<file path="config.mk">
export PLATFORM = sky130hd
export DESIGN_NAME = shift_add_multiplier
export DESIGN_NICKNAME = d
export VERILOG_FILES = /design/src/rtl/shift_add_multiplier.sv
export SDC_FILE = /design/constraint.sdc
export NUM_CORES = 1
export LEC_CHECK = 0
export CORE_UTILIZATION = 50
export DETAILED_ROUTE_END_ITERATION = 6
export PLACE_DENSITY_LB_ADDON = 0.25
export SKIP_CTS_REPAIR_TIMING = 1
export SLEW_MARGIN = 20
export SYNTH_ARGS = -nofsm -noshare
export SYNTH_HDL_FRONTEND = slang
export SYNTH_SLANG_ARGS = --single-unit
</file>
<file path="constraint.sdc">
create_clock -name clk_i -period 3.1 [get_ports clk_i]
set_input_delay 0.62 -clock clk_i [delete_from_list [all_inputs] [get_ports clk_i]]
set_output_delay 0.62 -clock clk_i [all_outputs]
set_load 0.02 [all_outputs]
</file>
<file path="src/rtl/shift_add_multiplier.sv">
// ============================================================================
// shift_add_multiplier : iterative unsigned NxN->2N shift-and-add multiplier
// Optional macro MUL_EARLY_TERM_EN ends BUSY early once the multiplier is 0.
// Revision: 1.0
// ============================================================================
`default_nettype none

module shift_add_multiplier #(
   parameter int N = 32
) (
   input  logic           clk_i,
   input  logic           rstn_i,
   input  logic           in_valid_i,
   output logic           in_ready_o,
   input  logic [N-1:0]   a_i,
   input  logic [N-1:0]   b_i,
   output logic           out_valid_o,
   input  logic           out_ready_i,
   output logic [2*N-1:0] prod_o
);

   localparam int               CNT_W    = $clog2(N) + 1;
   localparam logic [CNT_W-1:0] CNT_LAST = CNT_W'(N - 1);

   localparam logic [1:0] S_IDLE = 2'd0;
   localparam logic [1:0] S_BUSY = 2'd1;
   localparam logic [1:0] S_DONE = 2'd2;

   logic [1:0]       state;
   logic [1:0]       next_state;
   logic [N-1:0]     mult_a;
   logic [2*N-1:0]   acc;
   logic [CNT_W-1:0] cnt;

   logic [N-1:0]     p_hi;
   logic [N-1:0]     p_lo;
   logic [N-1:0]     sum;
   logic             carry;
   logic [2*N-1:0]   acc_step;
   logic [2*N-1:0]   acc_busy;
   logic             finish;

   assign p_hi = acc[2*N-1:N];
   assign p_lo = acc[N-1:0];

   // Single N-bit adder shared across all iterations: P_hi + A, carry-in 0.
   assign {carry, sum} = {1'b0, p_hi} + {1'b0, mult_a};

   always_comb begin
      acc_step = acc[0] ? {carry, sum, p_lo[N-1:1]}
                        : {1'b0, p_hi, p_lo[N-1:1]};
   end

`ifdef MUL_EARLY_TERM_EN
   logic [N-1:0]     remaining;
   logic             early;
   logic [CNT_W-1:0] shamt;

   // Low N-cnt bits of P_lo still hold unconsumed multiplier bits.
   assign remaining = p_lo & ({N{1'b1}} >> cnt);
   assign early     = (remaining == '0);
   assign shamt     = CNT_W'(N) - cnt;

   always_comb begin
      acc_busy = early ? (acc >> shamt) : acc_step;
      finish   = early || (cnt == CNT_LAST);
   end
`else
   always_comb begin
      acc_busy = acc_step;
      finish   = (cnt == CNT_LAST);
   end
`endif

   always_ff @(posedge clk_i or negedge rstn_i) begin
      if (!rstn_i) state <= S_IDLE;
      else         state <= next_state;
   end

   always_comb begin
      next_state = state;
      case (state)
         S_IDLE:  if (in_valid_i)  next_state = S_BUSY;
         S_BUSY:  if (finish)      next_state = S_DONE;
         S_DONE:  if (out_ready_i) next_state = S_IDLE;
         default:                  next_state = S_IDLE;
      endcase
   end

   always_comb begin
      in_ready_o  = (state == S_IDLE);
      out_valid_o = (state == S_DONE);
   end

   always_ff @(posedge clk_i or negedge rstn_i) begin
      if (!rstn_i) begin
         mult_a <= '0;
         acc    <= '0;
         cnt    <= '0;
      end else begin
         case (state)
            S_IDLE: begin
               if (in_valid_i) begin
                  mult_a <= a_i;
                  acc    <= {{N{1'b0}}, b_i};
                  cnt    <= '0;
               end
            end
            S_BUSY: begin
               acc <= acc_busy;
               cnt <= cnt + CNT_W'(1);
            end
            default: ;
         endcase
      end
   end

   assign prod_o = acc;

endmodule

`default_nettype wire

</file>
==> results.cfg, run 1 <==
[finish]
layout.area.seq_sq_mm = 0.002603
multi_input_area_sq_mm = 0.003461
most-common-layout-cells = sky130_fd_sc_hd__nand2_1 (145), sky130_fd_sc_hd__clkdlybuf4s50_1 (132), sky130_fd_sc_hd__dfrtp_1 (104)
nFillCells = 1082
layout.cell_area.non_filler_sq_mm = 0.008015
final_layout_size_suffix_gt1_share_pct = 5.238
fin_nets = 938
layout.cells.most_common = sky130_fd_sc_hd__nand2_1
diodes = 0
syn2layout_area_growth_pct = 28.43

[die]
core_area_sq_mm = 0.01211
die_area_sq_mm = 0.01293
initial_core_utilization_pct = 51.53
floorplan.rows = 40
dieWidth_microns = 113.7
die_h_microns = 113.7
floorplan.io_pins = 134

[clocking]
cts_sinks = 104
cts_htree_levels = 3
cts-buffers-inserted = 9
clock_tree.root_cell = sky130_fd_sc_hd__clkbuf_16
path_clk_slew_ps = 70
cts_tree = yes
clock_insertion_delay_worst_skew_ps = 350
clk_path_buf_depth = 2

[timing]
final.hold.worst_slack_ps = 234.2
final-hold-violation-count = 0
fin_crit_ps = 2692
maxSlewViolCount = 0
timing.fmax_mhz = 371.5
fin_crit_sh_pct = 86.84
rsz0062_at_grt = false
timing_worst_slew_pin_value_ps = 762.9
setup_total_negative_slack_ps = 0
fin_skew_ps = 7.753
timing.slew.headroom_pct = 49.02
setup_violators_final = 0

[place]
final_hpwl_from_detailed_placement_microns = 12130
gp_routability_congestion = 0.8908
buffer_ports.inserted = 133
post_dp_cell_area_sq_mm = 0.007742

[detailed_routing]
drt_iter0_markers = 448
dr_wl_cell_microns = 16.84
avgViaCountPerCell = 5.682
wl_microns = 16970
remaining_drc_errors = 0
antenna_left = 0
drt_pre_antenna_iters = 5
via_count = 5727

[synthesis]
post_synth.cell_area_avg_sq_um = 8.644
yosys_warnings = 0
yosys_most_used_dff = sky130_fd_sc_hd__dfrtp_1
number_of_flops_mapped_to_enable_cells_by_yosys = 0
synth_seq_area_share_pct = 41.70
synth.distinct_cells = 53
yosysTopAreaCellShare_pct = 41.70
ys_seq_elements = 104
number_of_instances_in_the_synthesized_netlist = 722
synth_nets = 824
synth.area.top_cells = sky130_fd_sc_hd__dfrtp_1 (42%), sky130_fd_sc_hd__nand2_1 (8.7%), sky130_fd_sc_hd__ha_1 (6.6%)
mappedNetlistArea_sq_mm = 0.006241
post-synth-top-area-cell = sky130_fd_sc_hd__dfrtp_1
synthArstFlopShare_pct = 100.0

[setup_path]
nature_of_the_critical_path_endpoint = register
regToRegStartpoint = prod_o[32]
regToRegEndpoint = prod_o[55]
regToRegSetupSlack_ps = 410
wp_data_required_ps = 3310
critical_path.max_fanout = 4
worst_r2r_path_depth = 10
critical_path_arrival_ps = 2900
worst_setup_path_start_kind = register
timing_worst_setup_path_type = reg2reg

[pwr]
pwr-share-clk_pct = 11.6
fraction_of_power_consumed_by_combinational_cells_pct = 59.9
p_leak_nw = 3.595
internal_power_mw = 5.011
netSwitchingPower_mw = 4.219
sequential_share_of_power_pct = 28.5
power-per-cell-area_mw_per_mm2 = 1152
vdd_ir_drop_max_uv = 638.0
switching_part_of_the_total_power_pct = 45.71

[global_route]
pin_count_of_the_biggest_net_entering_global_routing = 69
global_route_wire_length_before_repair_microns = 28070
antenna_violations_before_repair = 0
total_routing_usage_gr_pct = 27.74
first_global_vias = 5602
globalRouteOverflowTotal = 0

[min_path]
min_path_type = in2async

[flow_run]
maxCapViolations = 0

[status]
run_status = complete, no violations
[per-stage QoR]
stage	setup slack [ps]	instances	util [%]	power (mW)
floorplan	490.3	722	-	6.248
global placement	499.4	993	63.93	7.967
detailed placement	434.5	993	63.93	8.122
CTS	422.4	1008	66.18	9.243
global route	297.8	1008	66.18	9.952
finish	408.0	1008	66.18	9.230
[synth_stat cells, types with 2 or more instances]
| library cell | instances |
|---|---|
| sky130_fd_sc_hd__nor3_1 | 4 |
| sky130_fd_sc_hd__clkbuf_1 | 40 |
| sky130_fd_sc_hd__nand3_1 | 12 |
| sky130_fd_sc_hd__inv_1 | 4 |
| sky130_fd_sc_hd__o21a_1 | 3 |
| sky130_fd_sc_hd__ha_1 | 33 |
| sky130_fd_sc_hd__nand4_1 | 9 |
| sky130_fd_sc_hd__o21bai_1 | 5 |
| sky130_fd_sc_hd__nand2b_1 | 2 |
| sky130_fd_sc_hd__nor3b_1 | 2 |
| sky130_fd_sc_hd__o21ai_0 | 75 |
| sky130_fd_sc_hd__a22oi_1 | 50 |
| sky130_fd_sc_hd__dfrtp_1 | 104 |
| sky130_fd_sc_hd__nor2b_1 | 38 |
| sky130_fd_sc_hd__a31oi_1 | 7 |
| sky130_fd_sc_hd__and3_1 | 5 |
| sky130_fd_sc_hd__mux2i_1 | 9 |
| sky130_fd_sc_hd__xnor2_1 | 14 |
| sky130_fd_sc_hd__buf_1 | 3 |
| sky130_fd_sc_hd__a21o_1 | 18 |
| sky130_fd_sc_hd__nor2_1 | 21 |
| sky130_fd_sc_hd__nand2_1 | 145 |
| sky130_fd_sc_hd__xor2_1 | 17 |
| sky130_fd_sc_hd__a211oi_1 | 2 |
| sky130_fd_sc_hd__a21oi_1 | 66 |
| sky130_fd_sc_hd__o21ai_1 | 7 |
[cells by family (layout without fill, tap and decap cells)]
| family | count (synthesis) | after routing | share of synthesized area (%) |
|---|---|---|---|
| adders and majority gates | 34 | 34 | 6.937 |
| and+or+nand+nor | 242 | 242 | 17.40 |
| muxes | 9 | 9 | 1.444 |
| xor gates and xnor gates | 31 | 31 | 4.350 |
| AOI/OAI and AO/OA | 253 | 253 | 25.14 |
| buffers and inverters | 49 | 167 | 3.027 |
| DFF | 104 | 104 | 41.70 |
[flip-flops by register name (all words and copies together) (netlist names)]
name / count
state: 2
prod_o: 64
cnt: 6
mult_a: 32
[power by group through the flow]
stage	clock network (mW)	registers [mW]	logic [mW]
2_1_floorplan	0	2.94	3.30
3_3_place_gp	0	2.61	5.35
3_5_place_dp	0	2.63	5.49
4_1_cts	1.10	2.62	5.53
5_1_grt	1.15	2.71	6.09
6_report	1.07	2.63	5.53
[worst max path at each step]
stage | start | cells past startpoint | end
after floorplan | prod_o[32] | 10 | prod_o[55]
after global placement | prod_o[32] | 10 | prod_o[55]
after detailed placement | prod_o[32] | 10 | prod_o[55]
after CTS | prod_o[32] | 10 | prod_o[55]
after global routing | prod_o[32] | 10 | prod_o[55]
final | prod_o[32] | 10 | prod_o[55]
[cell type report]
class                           count  area share, %
Inverter                            4         0.1873
Clock inverter                      5         0.4215
Clock buffer                       10          2.982
Timing Repair Buffer              148          18.14
Tap cell                          168          2.623
Multi-Input combinational cell    569          43.18
Sequential cell                   104          32.47
[worst max-delay path, stage by stage, from the launching register on]
cell	delay, ps
sky130_fd_sc_hd__dfrtp_1	410
sky130_fd_sc_hd__ha_1	240
sky130_fd_sc_hd__fa_1	400
sky130_fd_sc_hd__a21o_1	220
sky130_fd_sc_hd__a221oi_2	270
sky130_fd_sc_hd__o21bai_2	150
sky130_fd_sc_hd__o2111ai_2	200
sky130_fd_sc_hd__nand3_2	180
sky130_fd_sc_hd__a21boi_2	220
sky130_fd_sc_hd__xor2_1	170
sky130_fd_sc_hd__o21ai_1	70
[metal layers]
metal  track usage (%)  share of wire (%)
met1             35.84                 44
met2             46.83                 49
met3             5.207                4.9
met4             9.474                2.0
met5                 0                  0
Power figures use the tool's default switching activity.
==> run 2: changes to the inputs <==
clock period = 2.81 ns   (was 3.1 ns; I/O delays follow)
==> run 2 against run 1 <==
Net effect: sequential power up 10%; final cell count up 0.40%; via count up 3.7%; clock power up 18%.
==> results.cfg, run 2 (same netlist as run 1, synthesis figures left out) <==
[setup_path]
critical_path.max_stage_delay_ps = 410
wp_data_required_ps = 3070
critPathSlowestCell = sky130_fd_sc_hd__dfrtp_1
crit_path_cell_trace = ha_1 -> fa_2 -> a21o_1 -> a221oi_2 -> buf_4 -> or3_1 -> nand3_1 -> nand4_1 -> nand2_1 -> xnor2_1 -> o21ai_0
critical_path.max_fanout = 4
nature_of_the_critical_path_endpoint = register
critical_path_arrival_ps = 2890
timing_worst_setup_path_type = reg2reg
cp_num_buf_inv = 1
critical-path-top-delay-family = compound AO/OA/AOI/OAI gates
worst_setup_path_start_kind = register

[pwr]
power-per-cell-area_mw_per_mm2 = 1278
vdd_ir_drop_max_uv = 697.5
p_leak_nw = 3.623

[timing]
fin_crit_sh_pct = 93.71
maxSlewViolCount = 0
final-hold-violation-count = 0
fin_skew_ps = 8.565
setup_violators_final = 0
fin_crit_ps = 2633
timing_worst_slew_pin_value_ps = 783.1
rsz0062_at_grt = false
setup_total_negative_slack_ps = 0
timing.slew.headroom_pct = 47.67
final.hold.worst_slack_ps = 164.5
timing.fmax_mhz = 379.8

[place]
buffer_ports.inserted = 133
dpl.cell_count = 996
final_hpwl_from_detailed_placement_microns = 12260
gp_routability_congestion = 0.9121
post_dp_cell_area_sq_mm = 0.007765

[global_route]
globalRouteOverflowTotal = 0
global_route_wire_length_before_repair_microns = 28110
total_routing_usage_gr_pct = 27.78
first_global_vias = 5755
pin_count_of_the_biggest_net_entering_global_routing = 68
antenna_violations_before_repair = 0

[detailed_routing]
remaining_drc_errors = 0
drt_pre_antenna_iters = 5
wl_microns = 17330
avgViaCountPerCell = 5.870
dr_wl_cell_microns = 17.12
antenna_left = 0
via_count = 5940
drt_iter0_markers = 402

[clocking]
cts_tree = yes
clock_insertion_delay_worst_skew_ps = 360
cts_htree_levels = 3
cts-buffers-inserted = 9
cts_sinks = 104
clock_tree.root_cell = sky130_fd_sc_hd__clkbuf_16
path_clk_slew_ps = 70
clk_path_buf_depth = 2

[finish]
fin_nets = 941
nFillCells = 1062
postLayoutCoreUtil_pct = 66.61
largest_register_ffs = 64
final_layout_size_suffix_gt1_share_pct = 5.806
diodes = 0
most-common-layout-cells = sky130_fd_sc_hd__nand2_1 (145), sky130_fd_sc_hd__clkdlybuf4s50_1 (132), sky130_fd_sc_hd__dfrtp_1 (104)
layout.cell_area.non_filler_sq_mm = 0.008068
syn2layout_area_growth_pct = 29.27
post_layout_nonfiller_instances = 1012
layout.cells.most_common = sky130_fd_sc_hd__nand2_1

[die]
die_h_microns = 113.7
die_area_sq_mm = 0.01293
dieWidth_microns = 113.7
core_area_sq_mm = 0.01211
initial_core_utilization_pct = 51.53
floorplan.io_pins = 134
floorplan.rows = 40

[min_path]
min_path_type = in2async

[flow_run]
maxCapViolations = 0

[status]
run_status = complete, no violations
-- run 2: cell types whose count changed in the layout (fill, tap and decap cells not counted), moves of 2 or more --
| cell | delta |
|---|---|
| sky130_fd_sc_hd__clkbuf_8 | +2 |
| sky130_fd_sc_hd__inv_6 | +2 |
| sky130_fd_sc_hd__buf_4 | +3 |
| sky130_fd_sc_hd__clkinv_2 | -2 |
-- run 2: area by class of cell --
cell class                      instances  area, sq um  share of cell area [%]
Clock inverter                          4        33.78                  0.4187
Multi-Input combinational cell        569         3463                   42.93
Tap cell                              168        210.2                   2.605
Clock buffer                           12        266.5                   3.303
Inverter                                4        15.01                  0.1861
Sequential cell                       104         2603                   32.26
Timing Repair Buffer                  151         1476                   18.30
-- run 2: power breakdown --
part	internal [mW]	switching, mW
sequential	2.21	0.688
combinational	2.72	3.42
clock	0.682	0.581
total	5.62	4.69
-- run 2: metrics by stage --
| stage | power [mW] | setup WS, ps |
|---|---|---|
| 6_report | 10.31 | 176.8 |
| 2_1_floorplan | 6.893 | 200.3 |
| 5_1_grt | 11.10 | 15.35 |
| 3_3_place_gp | 8.812 | 243.0 |
| 4_1_cts | 10.31 | 120.4 |
| 3_5_place_dp | 9.002 | 110.0 |
-- run 2: metal layers --
layer | vias up | part of all wire, % | global-route usage (%)
li1 | 2806 | - | -
met5 | - | 0 | 0
met2 | 213 | 50 | 47.56
met4 | 0 | 1.5 | 7.544
met1 | 2892 | 43 | 35.85
met3 | 29 | 5.7 | 5.579
-- run 2: worst paths after layout --
check	start	end	slack, ps	cells after the start
worst min register to register	mult_a[17]	mult_a[17]	490	2
worst max register to register	prod_o[32]	prod_o[61]	180	11
max in group asynchronous	rstn_i	mult_a[22]	1900	2
worst max-delay path	prod_o[32]	prod_o[61]	180	11
min in group clk_i	mult_a[17]	mult_a[17]	490	2
worst min-delay path	rstn_i	mult_a[3]	160	1
-- run 2: worst register-to-register path, stage by stage (launching register included) --
cell and delay (ps):
sky130_fd_sc_hd__dfrtp_1 410, sky130_fd_sc_hd__ha_1 250, sky130_fd_sc_hd__fa_2 370, sky130_fd_sc_hd__a21o_1 220
sky130_fd_sc_hd__a221oi_2 330, sky130_fd_sc_hd__buf_4 190, sky130_fd_sc_hd__or3_1 150, sky130_fd_sc_hd__nand3_1 140
sky130_fd_sc_hd__nand4_1 120, sky130_fd_sc_hd__nand2_1 70, sky130_fd_sc_hd__xnor2_1 120, sky130_fd_sc_hd__o21ai_0 170
==> run 3: changes to the inputs <==
CAP_MARGIN = 20   (was default)
CORE_UTILIZATION = 47   (was 50)
GPL_ROUTABILITY_DRIVEN = 0   (was default)
clock period = 2.4 ns   (was 2.81 ns; I/O delays follow)
==> run 3 against run 2 <==
Net effect: the flow now finishes with violations (setup timing); combinational power is 31% higher; die area increased by 6.3%; final cell count is 3.1% higher; clock power rose by 29%; critical endpoint is now prod_o[55]; highest routed layer unchanged.
==> results.cfg, run 3 (same netlist as run 1, synthesis figures left out) <==
[status]
run_status = finished, violations left
failed_checks = setup timing

[finish]
fin_nets = 968
diodes = 0
layout.area.seq_sq_mm = 0.002605
nFillCells = 1029
layout.cell_area.non_filler_sq_mm = 0.008456
largest_register_ffs = 64
post_layout_nonfiller_instances = 1043
syn2layout_area_growth_pct = 35.49
most-common-layout-cells = sky130_fd_sc_hd__nand2_1 (144), sky130_fd_sc_hd__clkdlybuf4s50_1 (132), sky130_fd_sc_hd__dfrtp_1 (102)
layout.cells.most_common = sky130_fd_sc_hd__nand2_1
final_layout_size_suffix_gt1_share_pct = 11.25
postLayoutCoreUtil_pct = 66.20
multi_input_area_sq_mm = 0.003602

[global_route]
global_route_wire_length_before_repair_microns = 27750
total_routing_usage_gr_pct = 25.87
first_global_vias = 5805
globalRouteOverflowTotal = 0
antenna_violations_before_repair = 0
pin_count_of_the_biggest_net_entering_global_routing = 40

[detailed_routing]
remaining_drc_errors = 0
via_count = 5986
drt_iter0_markers = 383
dr_wl_cell_microns = 16.79
antenna_left = 0
avgViaCountPerCell = 5.739
drt_pre_antenna_iters = 5
wl_microns = 17510

[setup_path]
wp_data_required_ps = 2610
critical-path-top-delay-family = compound AO/OA/AOI/OAI gates
critPathSlowestCell = sky130_fd_sc_hd__dfrtp_1
nature_of_the_critical_path_endpoint = register
critical_path_arrival_ps = 2690
cp_num_buf_inv = 0
timing_worst_setup_path_type = reg2reg
crit_path_cell_trace = ha_4 -> fa_2 -> a21o_1 -> a221oi_4 -> o21bai_2 -> o2111ai_2 -> nand3_2 -> a21boi_2 -> xor2_1 -> o21ai_1
critical_path.max_fanout = 3
critical_path.max_stage_delay_ps = 410
worst_setup_path_start_kind = register

[die]
floorplan.io_pins = 134
die_area_sq_mm = 0.01374
initial_core_utilization_pct = 48.86
floorplan.rows = 41
core_area_sq_mm = 0.01277
die_h_microns = 117.2
dieWidth_microns = 117.2

[place]
final_hpwl_from_detailed_placement_microns = 12280
place_worst_setup_slack_ps = -97.14
post_dp_cell_area_sq_mm = 0.007983
buffer_ports.inserted = 133
dpl.cell_count = 1023

[timing]
fin_crit_sh_pct = 103.2
timing.fmax_mhz = 403.8
final.hold.worst_slack_ps = 96.99
final-hold-violation-count = 0
setup_total_negative_slack_ps = -92.83
fin_crit_ps = 2477
rsz0062_at_grt = true
timing_worst_slew_pin_value_ps = 820.7
timing.slew.headroom_pct = 45.15
final_critical_path_setup_slack_ps = -76.60
fin_skew_ps = 9.318
maxSlewViolCount = 0
setup_violators_final = 2

[clocking]
clock_tree.root_cell = sky130_fd_sc_hd__clkbuf_16
cts_htree_levels = 3
cts_tree = yes
path_clk_slew_ps = 70
clk_path_buf_depth = 2
clock_insertion_delay_worst_skew_ps = 360
cts-buffers-inserted = 9
cts_sinks = 104

[pwr]
netSwitchingPower_mw = 5.808
power-per-cell-area_mw_per_mm2 = 1540
switching_part_of_the_total_power_pct = 44.60
sequential_share_of_power_pct = 25.9
p_leak_nw = 3.786
fraction_of_power_consumed_by_combinational_cells_pct = 61.6
vdd_ir_drop_max_uv = 828.6
internal_power_mw = 7.215
pwr-share-clk_pct = 12.5
power.total_mw = 13.02

[min_path]
min_path_type = in2async

[flow_run]
maxCapViolations = 0
==> run 3: changes by cell type in the layout (fill, tap and decap cells not counted), sizes merged <==
| cell | delta |
|---|---|
| buf | +27 |
| bufinv | +2 |
| clkbuf | -3 |
| inv | +1 |
==> run 3: path summary, 6_finish.rpt <==
kind | from | endpoint | slack [ps] | cells after the start
max | mult_a[0] | prod_o[55] | -80 | 10
min | rstn_i | prod_o[49] | 100 | 1
max reg2reg | mult_a[0] | prod_o[55] | -80 | 10
min reg2reg | mult_a[24] | mult_a[24] | 490 | 2
max in group asynchronous | rstn_i | mult_a[26] | 1490 | 2
min in group clk_i | mult_a[24] | mult_a[24] | 490 | 2
==> run 3: worst register-to-register path: cells and delay by family (launching register included) <==
kind,cells,cell delay (ps)
XOR/XNOR,1,190
AND/OR/NAND/NOR,1,150
AO/OA/AOI/OAI,6,1070
flip-flops,1,410
adder cells (fa/ha/maj),2,510
==> run 3: power groups by stage <==
stage | Clock [mW] | Combinational, mW | Sequential [mW]
global route | 1.72 | 8.77 | 3.48
CTS | 1.66 | 7.63 | 3.36
detailed placement | 0 | 7.58 | 3.38
global placement | 0 | 7.38 | 3.34
floorplan | 0 | 4.31 | 3.81
finish | 1.63 | 8.02 | 3.38
==> run 3: cell type report <==
| type | count | area share [%] |
|---|---|---|
| multi-input combinational | 569 | 42.60 |
| clock buffer | 9 | 2.664 |
| inverter | 4 | 0.1776 |
| clock inverter | 7 | 1.199 |
| timing repair buffer | 178 | 20.01 |
| sequential | 104 | 30.81 |
| tap | 172 | 2.545 |
==> run 3: per-layer routing <==
layer  vias to the layer above  wire (microns)  global-route usage, %
li1                       2859               -                      -
met3                        42            1099                  3.553
met5                         -               0                      0
met4                         0             450                  10.80
met1                      2863            7520                  33.63
met2                       222            8437                  43.41
